$ cat config.mk
export PLATFORM = sky130hd
export DESIGN_NAME = reg_scoreboard
export DESIGN_NICKNAME = d
export VERILOG_FILES = /design/src/rtl/reg_scoreboard_pkg.sv /design/src/rtl/binary_to_onehot_32bit.sv /design/src/rtl/scoreboard_counter.sv /design/src/rtl/reg_scoreboard.sv
export SDC_FILE = /design/constraint.sdc
export NUM_CORES = 1
export LEC_CHECK = 0
export CAP_MARGIN = 15
export CORE_ASPECT_RATIO = 1.1
export CORE_MARGIN = 2
export CORE_UTILIZATION = 25
export DETAILED_ROUTE_END_ITERATION = 10
export GPL_TIMING_DRIVEN = 0
export HOLD_SLACK_MARGIN = 0.06
export PLACE_DENSITY = 0.46
export RECOVER_POWER = 25
export SLEW_MARGIN = 20
export SYNTH_ARGS = -nofsm -noshare
export SYNTH_HDL_FRONTEND = slang
export SYNTH_SLANG_ARGS = --single-unit
$ cat constraint.sdc
create_clock -name i_clk -period 13.8 [get_ports i_clk]
set_input_delay 2.76 -clock i_clk [delete_from_list [all_inputs] [get_ports i_clk]]
set_output_delay 2.76 -clock i_clk [all_outputs]
set_load 0.02 [all_outputs]
$ cat src/rtl/reg_scoreboard_pkg.sv
// Shared constants and types for the register write-reservation scoreboard.
package reg_scoreboard_pkg;

    localparam int NUM_REGS       = 32;
    localparam int ADDR_WIDTH     = 5;
    localparam int CNT_WIDTH      = 2;
    localparam int INFLIGHT_WIDTH = ADDR_WIDTH + CNT_WIDTH;

    typedef logic [CNT_WIDTH-1:0] cnt_t;

    localparam cnt_t CNT_MAX = '1;

endpackage

$ cat src/rtl/binary_to_onehot_32bit.sv
// 5-bit binary index to 32-bit one-hot decoder.
module binary_to_onehot_32bit (
    input  logic [4:0]  i_bin,
    output logic [31:0] o_onehot
);

    assign o_onehot = 32'd1 << i_bin;

endmodule

$ cat src/rtl/scoreboard_counter.sv
// Saturating pending-write counter for one architectural register.
module scoreboard_counter
    import reg_scoreboard_pkg::*;
(
    input  logic i_clk,
    input  logic i_reset,
    input  logic inc,
    input  logic dec_wb,
    input  logic dec_kill,
    output cnt_t count,
    output logic busy,
    output logic err
);

    typedef logic signed [CNT_WIDTH+1:0] sum_t;

    localparam sum_t SUM_MAX = sum_t'({2'b00, CNT_MAX});

    sum_t next_sum;

    function automatic cnt_t clamp_cnt(input sum_t v);
        if (v < 0) begin
            return '0;
        end else if (v > SUM_MAX) begin
            return CNT_MAX;
        end else begin
            return v[CNT_WIDTH-1:0];
        end
    endfunction

    // Two extra bits hold the -2..max+1 range of count + inc - dec_wb - dec_kill.
    assign next_sum = sum_t'({2'b00, count})
                    + sum_t'({{(CNT_WIDTH+1){1'b0}}, inc})
                    - sum_t'({{(CNT_WIDTH+1){1'b0}}, dec_wb})
                    - sum_t'({{(CNT_WIDTH+1){1'b0}}, dec_kill});

    assign err  = (next_sum < 0) || (next_sum > SUM_MAX);
    assign busy = |count;

    always_ff @(posedge i_clk or negedge i_reset) begin
        if (!i_reset) begin
            count <= '0;
        end else begin
            count <= clamp_cnt(next_sum);
        end
    end

endmodule

$ cat src/rtl/reg_scoreboard.sv
// Write-reservation scoreboard: reserves rd at issue, releases on writeback
// or squash, and stalls decode on any source with an outstanding write.
module reg_scoreboard
    import reg_scoreboard_pkg::*;
(
    input  logic                      i_clk,
    input  logic                      i_reset,
    input  logic                      i_issue_valid,
    input  logic [ADDR_WIDTH-1:0]     i_issue_rd_addr,
    input  logic                      i_issue_rd_wren,
    input  logic [ADDR_WIDTH-1:0]     i_issue_rs1_addr,
    input  logic                      i_issue_rs1_used,
    input  logic [ADDR_WIDTH-1:0]     i_issue_rs2_addr,
    input  logic                      i_issue_rs2_used,
    output logic                      o_issue_stall,
    output logic                      o_issue_fire,
    input  logic                      i_wb_valid,
    input  logic [ADDR_WIDTH-1:0]     i_wb_rd_addr,
    input  logic                      i_wb_rd_wren,
    input  logic                      i_kill_valid,
    input  logic [ADDR_WIDTH-1:0]     i_kill_rd_addr,
    input  logic                      i_kill_rd_wren,
    output logic [NUM_REGS-1:0]       o_busy_vec,
    output logic [INFLIGHT_WIDTH-1:0] o_inflight,
    output logic                      o_error
);

    logic [31:0] inc_oh;
    logic [31:0] wb_oh;
    logic [31:0] kill_oh;

    logic [NUM_REGS-1:0][CNT_WIDTH-1:0] count_vec;
    logic [NUM_REGS-1:0]                busy;
    logic [NUM_REGS-1:0]                err_vec;

    logic inc_en;
    logic wb_en;
    logic kill_en;
    logic haz;
    logic sat;
    logic error_q;
    logic unused_oh0;

    binary_to_onehot_32bit u_inc_dec (
        .i_bin    (i_issue_rd_addr),
        .o_onehot (inc_oh)
    );

    binary_to_onehot_32bit u_wb_dec (
        .i_bin    (i_wb_rd_addr),
        .o_onehot (wb_oh)
    );

    binary_to_onehot_32bit u_kill_dec (
        .i_bin    (i_kill_rd_addr),
        .o_onehot (kill_oh)
    );

    // x0 has no counter: it reads as permanently free and never errors.
    assign count_vec[0] = '0;
    assign busy[0]      = 1'b0;
    assign err_vec[0]   = 1'b0;
    assign unused_oh0   = ^{inc_oh[0], wb_oh[0], kill_oh[0]};

    genvar r;
    generate
        for (r = 1; r < NUM_REGS; r++) begin : g_cnt
            scoreboard_counter u_cnt (
                .i_clk    (i_clk),
                .i_reset  (i_reset),
                .inc      (inc_en & inc_oh[r]),
                .dec_wb   (wb_en & wb_oh[r]),
                .dec_kill (kill_en & kill_oh[r]),
                .count    (count_vec[r]),
                .busy     (busy[r]),
                .err      (err_vec[r])
            );
        end
    endgenerate

    assign haz = (i_issue_rs1_used && (i_issue_rs1_addr != '0) && (count_vec[i_issue_rs1_addr] != '0))
              || (i_issue_rs2_used && (i_issue_rs2_addr != '0) && (count_vec[i_issue_rs2_addr] != '0));
    assign sat = i_issue_rd_wren && (i_issue_rd_addr != '0) && (count_vec[i_issue_rd_addr] == CNT_MAX);

    assign o_issue_stall = i_issue_valid & (haz | sat);
    assign o_issue_fire  = i_issue_valid & ~o_issue_stall;

    assign inc_en  = o_issue_fire & i_issue_rd_wren;
    assign wb_en   = i_wb_valid & i_wb_rd_wren;
    assign kill_en = i_kill_valid & i_kill_rd_wren;

    always_comb begin
        o_inflight = '0;
        for (int i = 1; i < NUM_REGS; i++) begin
            o_inflight = o_inflight + {{ADDR_WIDTH{1'b0}}, count_vec[i]};
        end
    end

    always_ff @(posedge i_clk or negedge i_reset) begin
        if (!i_reset) begin
            error_q <= 1'b0;
        end else begin
            error_q <= error_q | (|err_vec);
        end
    end

    assign o_busy_vec = busy;
    assign o_error    = error_q;

endmodule

=== Word-level counts from Yosys, hierarchy flattened ===
Index checks and enable logic that the tools add are counted.

* Register bits: 63
* Input port bits: 35
* Word-level logic and storage cells: 468

* Add/sub/neg operators: 123
* $lt $le $gt $ge: 65
* Equality and inequality tests: 1
* Shift operators: 3
* Multiplexer cells: 68
* Bitwise operators: 101
* Reduce and logical (&&, ||, !) cells: 75

{| class="wikitable"
|+ Operator list
! operator !! count
|-
| $sub 4x2->4 || 62
|-
| $add 7x2->7 || 25
|-
| $mux 2 || 65
|-
| $gt 4x3->1 const B || 31
|-
| $lt 4x1->1 const B || 31
|-
| $and 1x1->1 || 98
|-
| $shl 1x5->32 const A || 3
|-
| $add 2x1->3 || 31
|-
| $reduce_or 2->1 || 31
|-
| $logic_or 1x1->1 || 32
|-
| $reduce_or 31->1 || 1
|-
| $bmux 2 s5 || 3
|-
| $lt 5x6->1 const B || 3
|-
| $reduce_bool 5->1 || 3
|-
| $add 6x2->7 || 1
|-
| $add 5x2->6 || 1
|-
| $logic_and 1x1->1 || 6
|-
| $add 4x2->5 || 1
|-
| $add 3x2->4 || 1
|-
| $reduce_bool 2->1 || 2
|-
| $add 2x2->3 || 1
|-
| $eq 2x2->1 const B || 1
|-
| $or 1x1->1 || 2
|-
| $not 1->1 || 1
|}

=== Logic depth before layout (Yosys ltp) ===
Gate-level depths: netlist of run 1.

* Depth after elaboration: 30
* Mapped depth: 20
* Gate-level depth less buffers: 20

=== Modules after synthesis ===
From an unflattened synthesis of run 1, not the netlist that was laid out.

* Cells, all modules: 1337
* Area, all modules: 11034.3 um^2

{| class="wikitable"
|+ Modules (own cells, without submodules)
! module !! times used !! cells each !! area each (um^2)
|-
| scoreboard_counter || 31 || 22 || 207.7
|-
| reg_scoreboard || 1 || 514 || 3953.8
|-
| binary_to_onehot_32bit || 3 || 47 || 214.0
|}

=== Worst setup path before layout of run 1 ===
Ideal clock, no wire load.

* Path kind: flip-flop to output port
* From: register g_cnt[1].u_cnt.count[1]
* To: output o_inflight[5]
* Arrival: 5.410 ns
* Setup slack: 5.630 ns
* Stages on the path, launching flop included: 19
* Buffers on the path: 0
* Cells stage by stage: dfrtp_1 > inv_1 > fa_1 > inv_1 > fa_1 > fa_1 > fa_1 > fa_1 > fa_1 > inv_1 > fa_1 > inv_1 > ha_1 > inv_1 > fa_1 > inv_1 > a21o_1 > a21oi_1 > xnor2_1

* Longest elaborated chain between the ends: 30

{| class="wikitable"
|+ RTL lines
! element !! line !! text
|-
| start, declared || scoreboard_counter.sv:10 || <nowiki>output cnt_t count,</nowiki>
|-
| start signal, assigned || scoreboard_counter.sv:44 || <nowiki>count <= clamp_cnt(next_sum);</nowiki>
|-
| $add 2x2->3 || reg_scoreboard.sv:95 || <nowiki>o_inflight = o_inflight + {{ADDR_WIDTH{1'b0}}, count_vec[i]};</nowiki>
|-
| $add 3x2->4 || reg_scoreboard.sv:95 ||
|-
| $add 4x2->5 || reg_scoreboard.sv:95 ||
|-
| $add 5x2->6 || reg_scoreboard.sv:95 ||
|-
| $add 6x2->7 || reg_scoreboard.sv:95 ||
|-
| $add 7x2->7 (25 in a row) || reg_scoreboard.sv:95 ||
|-
| end, declared || reg_scoreboard.sv:24 || <nowiki>output logic [INFLIGHT_WIDTH-1:0] o_inflight,</nowiki>
|}

Every way passes these cells.

=== Final worst setup path of run 1 ===
Same ends and word-level chain as after synthesis.

==> impl_metrics.tcl, run 1 <==
set metrics [dict create \
    place.detailed.hpwl_um 26900 \
    num_vias 7606 \
    core_outline_area_um2 37200 \
    io_buffer_count 74 \
    timing.setup.tns_ps 0 \
    synth_enable_flop_cells 0 \
    netlist_instances 1026 \
    n_antenna_cell 0 \
    clkTransAtPathRegs_ps 60 \
    io-pin-count 77 \
    seq_area_frac_synth_pct 16.6 \
    holdCritPathClass "reg -> reg" \
    final.min_clock_period_ps 9360 \
    synthesis.nets 1285 \
    row_count 74 \
    detailedRoute.firstPassIterationCount 5 \
    routed_wire_length_per_instance_um 19.8 \
    fp.dieArea_um2 39500 \
    viasPerCell 4.72 \
    maxSlewHeadroom_pct -96.8 \
    grt_pass1_vias 7746 \
    cts_resized 0 \
    postSynthRegisterBits 63 \
    critPathLaunchType "flip-flop" \
    cts-htree-levels 3 \
    grt_max_degree 48 \
    cts.sink_count 63 \
    clock.fmax_ghz 0.107 \
    overflow 0 \
    combined_area_of_all_synthesized_cells_um2 9470 \
    gpl.final_weighted_congestion 0.873 \
    cap_violations 1 \
    post-route-drc-count 0 \
    globalRouteTotalUtil_pct 16.6 \
    cts_tree "yes" \
    final_cycle_utilization_of_the_critical_path_pct 67.8 \
    die_x_extent_um 190 \
    synth.yosys.warnings 0 \
    timing_worst_slew_pin_value_ps 2950 \
    cts_buffers 9 \
    path_max_fanout 7 \
    syn_area_per_cell_um2 9.23 \
    final_antenna_net_count 0 \
    timing_hold_violations_final 0 \
    initial_utilization_pct 25.4 \
    synth-async-reset-ratio_pct 100 \
    area_growth_pct 17.6 \
    drt_iter0_markers 444 \
    timing_max_transition_violations_final 48 \
    grt_antenna_before_repair 0 \
    crit_end_category "output port" \
    layout.nets 1373 \
    cts_hold_buf 0 \
    worstPathRequired_ps 11040 \
    die_height_um 208 \
    synth.lib_cells_used.distinct 62 \
    violated_checks "max-capacitance violations, max-slew violations" \
    setup_cp_type "reg -> out" \
    run_status "finished with violations" \
    synthFlopType "dfrtp_1" \
    postRouteWirelength_um 32000 \
    rsz0062_at_grt "false" \
    setup_violations 0 \
    drive_above_1_share_pct 8.68 \
    clock_skew_ps 7.36 \
    post_cts.repair.setup_buffers 0 \
    clock_network_latency_to_the_later_pin_of_the_worst_skew_pair_ps 350 \
    cp_data_arrival_time_ps 6600 \
    global_route_wire_length_before_repair_um 48200 \
    clockBufferDepth 2 \
    clk_root_buffer_cell "clkbuf_16" \
]
==> synthesized netlist by cell type (all sizes together), types with 3 or more instances <==
cell type	number	area [um2]
fa	119	2380
nor2b	3	18.8
mux4	6	135
or2	19	119
o31ai	4	30.0
a21oi	37	185
nand4b	3	26.3
and3	5	31.3
or4	3	22.5
a311oi	3	26.3
o311ai	3	26.3
inv	180	676
o211ai	6	45.0
nand3	19	95.1
xor2	17	149
nor3b	8	60.1
o22a	8	70.1
clkbuf	4	15.0
o22ai	13	81.3
ha	105	1310
nor2	49	184
dfrtp	63	1580
nor4	11	96.3
xnor2	8	70.1
nor4b	15	194
o32a	12	120
o21ai	33	165
nor3	40	200
nand3b	10	75.1
buf	49	358
nand4	3	18.8
nand2b	5	31.3
a2111oi	10	87.6
a211oi	22	165
nand2	104	390
==> metrics by stage <==
step                      area (um2)  util (%)  hold slack [ps]  instances  setup WS [ps]
after global routing           11100      29.9              724       1611           4190
after global placement         10800      29.1              680       1594           4570
after CTS                      11200      30.0              698       1611           4390
final                          11100      29.9              686       1611           4440
after floorplan                 9470         -              588       1026           5630
after detailed placement       10900      29.3              687       1597           4590
==> cells in the final DEF, fill, tap and decap left out, types with 33 or more instances in the layout <==
master | Yosys | routed
o21ai_0 | 33 | 33
fa_1 | 119 | 119
nor3_1 | 40 | 36
ha_1 | 105 | 105
nand2_1 | 104 | 104
buf_4 | 35 | 37
inv_1 | 180 | 180
dfrtp_1 | 63 | 63
nor2_1 | 49 | 49
a21oi_1 | 37 | 37
clkdlybuf4s50_1 | 0 | 73
==> routing by layer <==
metal	wire length, um	global-route usage [%]	up-vias
li1	-	-	3575
met1	14000	21.7	3812
met2	15700	27.9	179
met3	1210	2.38	40
met4	1040	5.67	0
met5	0	0	-
==> logic make-up after synthesis <==
| logic type | Yosys count | synth area share, % |
|---|---|---|
| fa+ha+maj | 224 | 39.0 |
| xor+xnor | 25 | 2.31 |
| simple gates | 307 | 17.4 |
| compound gates | 166 | 12.0 |
| other cells | 1 | 0.0396 |
| flops | 63 | 16.6 |
| buf+inv | 233 | 11.1 |
| mux | 7 | 1.53 |
==> sequential cells by signal, indices dropped and copies added, names as in the netlist <==
name	count
g_cnt.u_cnt.count	62
o_error	1
==> cell type report <==
class | instances | area (um2)
Clock buffer | 13 | 260
Sequential cell | 63 | 1580
Inverter | 180 | 676
Tap cell | 494 | 618
Fill cell | 3973 | 26100
Multi-Input combinational cell | 730 | 6870
Buffer | 53 | 373
Clock inverter | 1 | 5.00
Timing Repair Buffer | 77 | 753
==> path summary, 6_finish.rpt <==
kind / startpoint / end / slack (ps) / cells after the start
max: g_cnt[1].u_cnt.count[1] / o_inflight[5] / 4440 / 19
min: g_cnt[25].u_cnt.count[1] / g_cnt[25].u_cnt.count[1] / 690 / 1
max reg2reg: g_cnt[27].u_cnt.count[1] / o_error / 8120 / 15
min reg2reg: g_cnt[25].u_cnt.count[1] / g_cnt[25].u_cnt.count[1] / 690 / 1
max in group asynchronous: i_reset / g_cnt[30].u_cnt.count[0] / 7870 / 2
min in group asynchronous: i_reset / g_cnt[10].u_cnt.count[1] / 2590 / 1
==> critical path: stages (launching register included) <==
cell and delay [ps]:
dfrtp_1 600, inv_1 120, fa_1 540, inv_1 50, fa_1 510, fa_1 590, fa_1 550, fa_1 520
fa_1 540, inv_1 50, fa_1 520, inv_1 40, ha_1 210, inv_1 70, fa_1 190, inv_1 50
a21o_1 170, a21oi_1 160, xnor2_1 140, clkdlybuf4s50_1 620
Power of run 1 is left out: the tool's default activity adds up to more than one toggle a clock period on the data nets, which glitch-free logic cannot reach.
==> run 2, diff against run 1 <==
--- a/config.mk
+++ b/config.mk
@@ -12,7 +12,7 @@
 export DETAILED_ROUTE_END_ITERATION = 10
 export GPL_TIMING_DRIVEN = 0
 export HOLD_SLACK_MARGIN = 0.06
-export PLACE_DENSITY = 0.46
+export PLACE_DENSITY = 0.47
 export RECOVER_POWER = 25
 export SLEW_MARGIN = 20
 export SYNTH_ARGS = -nofsm -noshare
==> constraint.sdc (replaced) <==
create_clock -name i_clk -period 8.2 [get_ports i_clk]
set_input_delay 1.64 -clock i_clk [delete_from_list [all_inputs] [get_ports i_clk]]
set_output_delay 1.64 -clock i_clk [all_outputs]
set_load 0.02 [all_outputs]
==> run 2 against run 1 <==
Net effect: the flow still finishes with violations (max-capacitance violations, max-slew violations); worst setup slack worse by 4100 ps; clock skew increased by 2.6 ps; register-to-register slack got worse by 5600 ps; routed wire length down 2.0%; critical path type unchanged.
==> impl_metrics.tcl, run 2 (synthesized netlist as in run 1, its figures left out) <==
set metrics [dict create \
    run_status "finished with violations" \
    violated_checks "max-capacitance violations, max-slew violations" \
    rsz0062_at_grt "false" \
    clock_skew_ps 9.95 \
    routed_wire_length_per_instance_um 19.4 \
    cp_data_arrival_time_ps 6260 \
    grt_use_met1_pct 21.1 \
    timing.hold.ws_ps 671 \
    globalRouteTotalUtil_pct 16.4 \
    detailedRoute.firstPassIterationCount 7 \
    crit_end_category "output port" \
    setup_violations 0 \
    cts_tree "yes" \
    holdCritPathClass "reg -> reg" \
    die_x_extent_um 190 \
    worst_path_max_delay_cell "clkdlybuf4s50_1" \
    cp_cell_sequence "inv_1 > fa_1 > inv_1 > fa_1 > fa_1 > fa_1 > fa_1 > fa_1 > inv_1 > fa_1 > inv_1 > ha_1 > a21o_1 > a21oi_1 > xnor2_1 > clkdlybuf4s50_1" \
    layout_common_cells "inv_1, fa_1, ha_1" \
    final.min_clock_period_ps 7900 \
    grt_busiest_layer "met2" \
    setup_cp_type "reg -> out" \
    critPathLaunchType "flip-flop" \
    cts_buffers 9 \
    core_outline_area_um2 37200 \
    drt_iter0_markers 443 \
    final_cycle_utilization_of_the_critical_path_pct 96.3 \
    cts-htree-levels 3 \
    met3_usage_pct 1.86 \
    worst_path_most_repeated_cell "fa_1" \
    timing_worst_slew_pin_value_ps 2050 \
    io-pin-count 77 \
    crit_path_max_incr_delay_ps 620 \
    viasPerCell 4.71 \
    timing_max_transition_violations_final 66 \
    largest_reg_flops 62 \
    path_delay_family "adder cells" \
    worstPathRequired_ps 6560 \
    row_count 74 \
    n_antenna_cell 0 \
    setup.reg_to_reg.worst_slack_ps 2520 \
    timing.setup.tns_ps 0 \
    layout.nets 1376 \
    grtUsageMet2_pct 29.1 \
    cap_violations 2 \
    cts.sink_count 63 \
    timing_hold_violations_final 0 \
    critPathBufInv 5 \
    grt_pass1_vias 7882 \
    maxSlewHeadroom_pct -36.8 \
    fp.dieArea_um2 39500 \
    drive_above_1_share_pct 9.55 \
    global_route_wire_length_before_repair_um 47900 \
    post-route-drc-count 0 \
    grt_max_degree 35 \
    clockBufferDepth 2 \
    place.detailed.hpwl_um 26700 \
    clkTransAtPathRegs_ps 60 \
    clock.fmax_ghz 0.127 \
    clk_root_buffer_cell "clkbuf_16" \
    postRouteWirelength_um 31300 \
    num_vias 7608 \
    gpl.final_weighted_congestion 0.865 \
    final_antenna_net_count 0 \
    die_height_um 208 \
    final_core_utilization_pct 30.1 \
    cts_hold_buf 0 \
    registers.top_by_ff_count "g_cnt.u_cnt.count" \
    grt_antenna_before_repair 0 \
    overflow 0 \
    io_buffer_count 74 \
    path_max_fanout 5 \
    area_growth_pct 18.2 \
    initial_utilization_pct 25.4 \
    commonest_non_fill_non_tap_cell_in_the_layout "inv_1" \
    clock_network_latency_to_the_later_pin_of_the_worst_skew_pair_ps 350 \
]
-- run 2: changes by cell type in the layout (fill, tap and decap cells not counted), sizes merged --
cell / change
clkbuf: -1
buf: +3
clkdlybuf4s50: -2
clkinvlp: +1
bufinv: +1
dlymetal6s2s: +2
-- run 2: stage by stage --
stage | std cells | setup slack [ps] | instance area (um2)
after floorplan | 1026 | 1150 | 9470
after global placement | 1594 | 299 | 10800
after detailed placement | 1595 | 292 | 10900
after CTS | 1610 | 2.11 | 11200
after global routing | 1615 | 78.0 | 11200
final | 1615 | 302 | 11200
-- run 2: cell type report --
type	instances	area, um2
plain buffers	53	373
well taps	494	618
multi-input cells	730	6860
fillers	3971	26000
clock buffers	12	256
flip-flops and latches	63	1590
clock inverters	3	42.5
inverters	180	676
repair buffers	80	781
-- run 2: path summary, 6_finish.rpt --
check                                      endpoint  cells after the start                      from
setup / recovery                      o_inflight[4]                     16   g_cnt[4].u_cnt.count[1]
hold / removal              g_cnt[3].u_cnt.count[1]                      1   g_cnt[3].u_cnt.count[1]
setup reg to reg                            o_error                     15  g_cnt[27].u_cnt.count[1]
hold reg to reg             g_cnt[3].u_cnt.count[1]                      1   g_cnt[3].u_cnt.count[1]
max in group asynchronous  g_cnt[28].u_cnt.count[1]                      2                   i_reset
min in group asynchronous  g_cnt[10].u_cnt.count[1]                      1                   i_reset
-- run 2: metal layers --
metal	vias to the layer above	wire [um]
li1	3587	-
met1	3823	13500
met2	166	16000
met3	32	1080
met4	0	676
met5	-	0
-- run 2: worst reg2reg max path, cell delays in order (launching register included) --
cell       delay (ps)
dfrtp_1           470
or2_1             340
mux4_2            480
a2111oi_0         520
o21a_1            200
nor2_1            150
clkbuf_1          300
nor3_1            450
ha_1              330
fa_1              430
inv_1             100
ha_1              210
a21oi_1            90
a2111o_1          350
a2111oi_0         850
nand4_1           230
-- run 2: what timing repair did --
| item | 4_1_cts | 5_1_grt |
|---|---|---|
| endpoints found under the setup margin | 1 | 3 |
| gates resized for setup | 3 | 6 |
| setup buffers | 0 | 5 |
Power of run 2 is left out for the same reason.
==> run 3, diff against run 2 <==
--- a/config.mk
+++ b/config.mk
@@ -12,8 +12,10 @@
 export DETAILED_ROUTE_END_ITERATION = 10
 export GPL_TIMING_DRIVEN = 0
 export HOLD_SLACK_MARGIN = 0.06
+export MAX_ROUTING_LAYER = met4
 export PLACE_DENSITY = 0.47
 export RECOVER_POWER = 25
+export SKIP_LAST_GASP = 1
 export SLEW_MARGIN = 20
 export SYNTH_ARGS = -nofsm -noshare
 export SYNTH_HDL_FRONTEND = slang
==> run 3 against run 2 <==
Net effect: the run still ends with max-capacitance violations, max-slew violations left; global-route usage grew 0.51 points; sequential share of layout area is essentially flat; clock skew fell by 1.7 ps; non-clock buffer count is 2 higher; register-to-register slack got worse by 70 ps; die area unchanged; largest cell class unchanged; final area increased by 0.13%; via count up 0.59%.
==> impl_metrics.tcl, run 3 (synthesized netlist as in run 1, its figures left out) <==
set metrics [dict create \
    drt_iter0_markers 499 \
    path_max_fanout 6 \
    viasPerCell 4.73 \
    worst_path_max_delay_cell "clkdlybuf4s50_1" \
    overflow 0 \
    globalRouteTotalUtil_pct 16.9 \
    layout_common_cells "inv_1, fa_1, ha_1" \
    final_antenna_net_count 0 \
    grt_antenna_before_repair 0 \
    clock.fmax_ghz 0.127 \
    cp_data_arrival_time_ps 6240 \
    crit_end_category "output port" \
    initial_utilization_pct 25.4 \
    clockBufferDepth 2 \
    cts_tree "yes" \
    detailedRoute.firstPassIterationCount 5 \
    clk_root_buffer_cell "clkbuf_16" \
    io-pin-count 77 \
    n_antenna_cell 0 \
    fp.dieArea_um2 39500 \
    critPathBufInv 5 \
    cp_cell_sequence "inv_1 > fa_1 > fa_1 > fa_1 > inv_1 > fa_1 > fa_1 > fa_1 > inv_1 > fa_1 > inv_1 > ha_1 > a21o_1 > a21oi_1 > xnor2_1 > clkdlybuf4s50_1" \
    maxSlewHeadroom_pct -38.5 \
    worst_path_most_repeated_cell "fa_1" \
    final.min_clock_period_ps 7880 \
    holdCritStartpoint "g_cnt[3].u_cnt.count[1]" \
    setup.reg_to_reg.worst_slack_ps 2450 \
    io_buffer_count 74 \
    gpl.final_weighted_congestion 0.880 \
    reg2reg_depth 15 \
    global_route_wire_length_before_repair_um 48000 \
    die_height_um 208 \
    worst_r2r_dst "o_error" \
    crit_path_max_incr_delay_ps 620 \
    setup_violations 0 \
    registers.top_by_ff_count "g_cnt.u_cnt.count" \
    rsz0062_at_grt "false" \
    routed_wire_length_per_instance_um 19.5 \
    final_cycle_utilization_of_the_critical_path_pct 96.1 \
    cts.sink_count 63 \
    timing_hold_violations_final 0 \
    final.fill_count 3972 \
    clkTransAtPathRegs_ps 60 \
    r2r-start "g_cnt[27].u_cnt.count[1]" \
    multi_input_area_um2 6860 \
    place.detailed.hpwl_um 26700 \
    timing_worst_slew_pin_value_ps 2080 \
    core_outline_area_um2 37200 \
    worstPathRequired_ps 6560 \
    grt_pass1_vias 7847 \
    cap_violations 2 \
    min_delay_path_depth 1 \
    violated_checks "max-capacitance violations, max-slew violations" \
    run_status "finished with violations" \
    die_x_extent_um 190 \
    cts-htree-levels 3 \
    timing.setup.tns_ps 0 \
    layout.nets 1378 \
    path_delay_family "adder cells" \
    cts_buffers 9 \
    clock_network_latency_to_the_later_pin_of_the_worst_skew_pair_ps 350 \
    end_point_of_the_worst_hold_path "g_cnt[3].u_cnt.count[1]" \
    critPathLaunchType "flip-flop" \
    commonest_non_fill_non_tap_cell_in_the_layout "inv_1" \
    num_vias 7653 \
    largest_reg_flops 62 \
    post-route-drc-count 0 \
    postRouteWirelength_um 31500 \
    drive_above_1_share_pct 9.71 \
    clock_skew_ps 8.22 \
    area_growth_pct 18.4 \
    area.sequential_um2 1590 \
    cts_hold_buf 0 \
    holdCritPathClass "reg -> reg" \
    row_count 74 \
    grt_max_degree 35 \
    setup_cp_type "reg -> out" \
    timing_max_transition_violations_final 66 \
]
[run 3: changes by cell type in the layout (fill, tap and decap cells not counted), sizes merged]
| cell | previous run | this run |
|---|---|---|
| buf | 54 | 56 |
[run 3: worst max-delay path by stage]
| stage | from | end | cells past startpoint |
|---|---|---|---|
| floorplan | g_cnt[1].u_cnt.count[1] | o_inflight[5] | 18 |
| global placement | g_cnt[1].u_cnt.count[1] | o_inflight[5] | 19 |
| detailed placement | g_cnt[1].u_cnt.count[1] | o_inflight[5] | 19 |
| CTS | g_cnt[12].u_cnt.count[1] | o_inflight[5] | 19 |
| global route | g_cnt[1].u_cnt.count[1] | o_inflight[4] | 16 |
| finish | g_cnt[14].u_cnt.count[1] | o_inflight[4] | 16 |
[run 3: through the flow]
step	hold slack (ps)	worst slack, ps	cell area (um2)	utilization [%]	instances
floorplan	588	1150	9470	-	1026
global placement	678	299	10800	29.1	1594
detailed placement	683	292	10900	29.2	1595
CTS	697	2.11	11200	30.0	1610
global route	695	91.7	11200	30.1	1617
finish	669	319	11200	30.1	1617
[run 3: layout make-up]
type,count,share of cell area [%]
timing repair buffer,82,7.10
clock buffer,12,2.29
buffer,53,3.33
multi-input combinational,730,61.2
clock inverter,3,0.379
tap,494,5.51
sequential,63,14.1
inverter,180,6.03
[run 3: what timing repair did]
action | 4_1_cts | 5_1_grt
buffers inserted | 0 | 7
setup endpoints to repair | 1 | 3
gates cloned | 0 | 0
resized for setup | 3 | 6
pin swaps | 0 | 0
[run 3: worst reg2reg max path: cells and delay by family, from the launching register on]
family | cells | cell delay, ps
compound gates | 5 | 2070
fa+ha+maj | 3 | 970
buf+inv | 2 | 410
flops | 1 | 470
mux | 1 | 490
simple gates | 4 | 1170
[run 3: routing by layer]
| metal | vias to the layer above | global-route usage, % | share of wire [%] |
|---|---|---|---|
| li1 | 3583 | - | - |
| met3 | 25 | 1.84 | 3.2 |
| met4 | 0 | 4.14 | 1.8 |
| met5 | - | - | 0 |
| met2 | 170 | 29.1 | 51 |
| met1 | 3875 | 21.2 | 44 |
Power of run 3 is left out for the same reason.
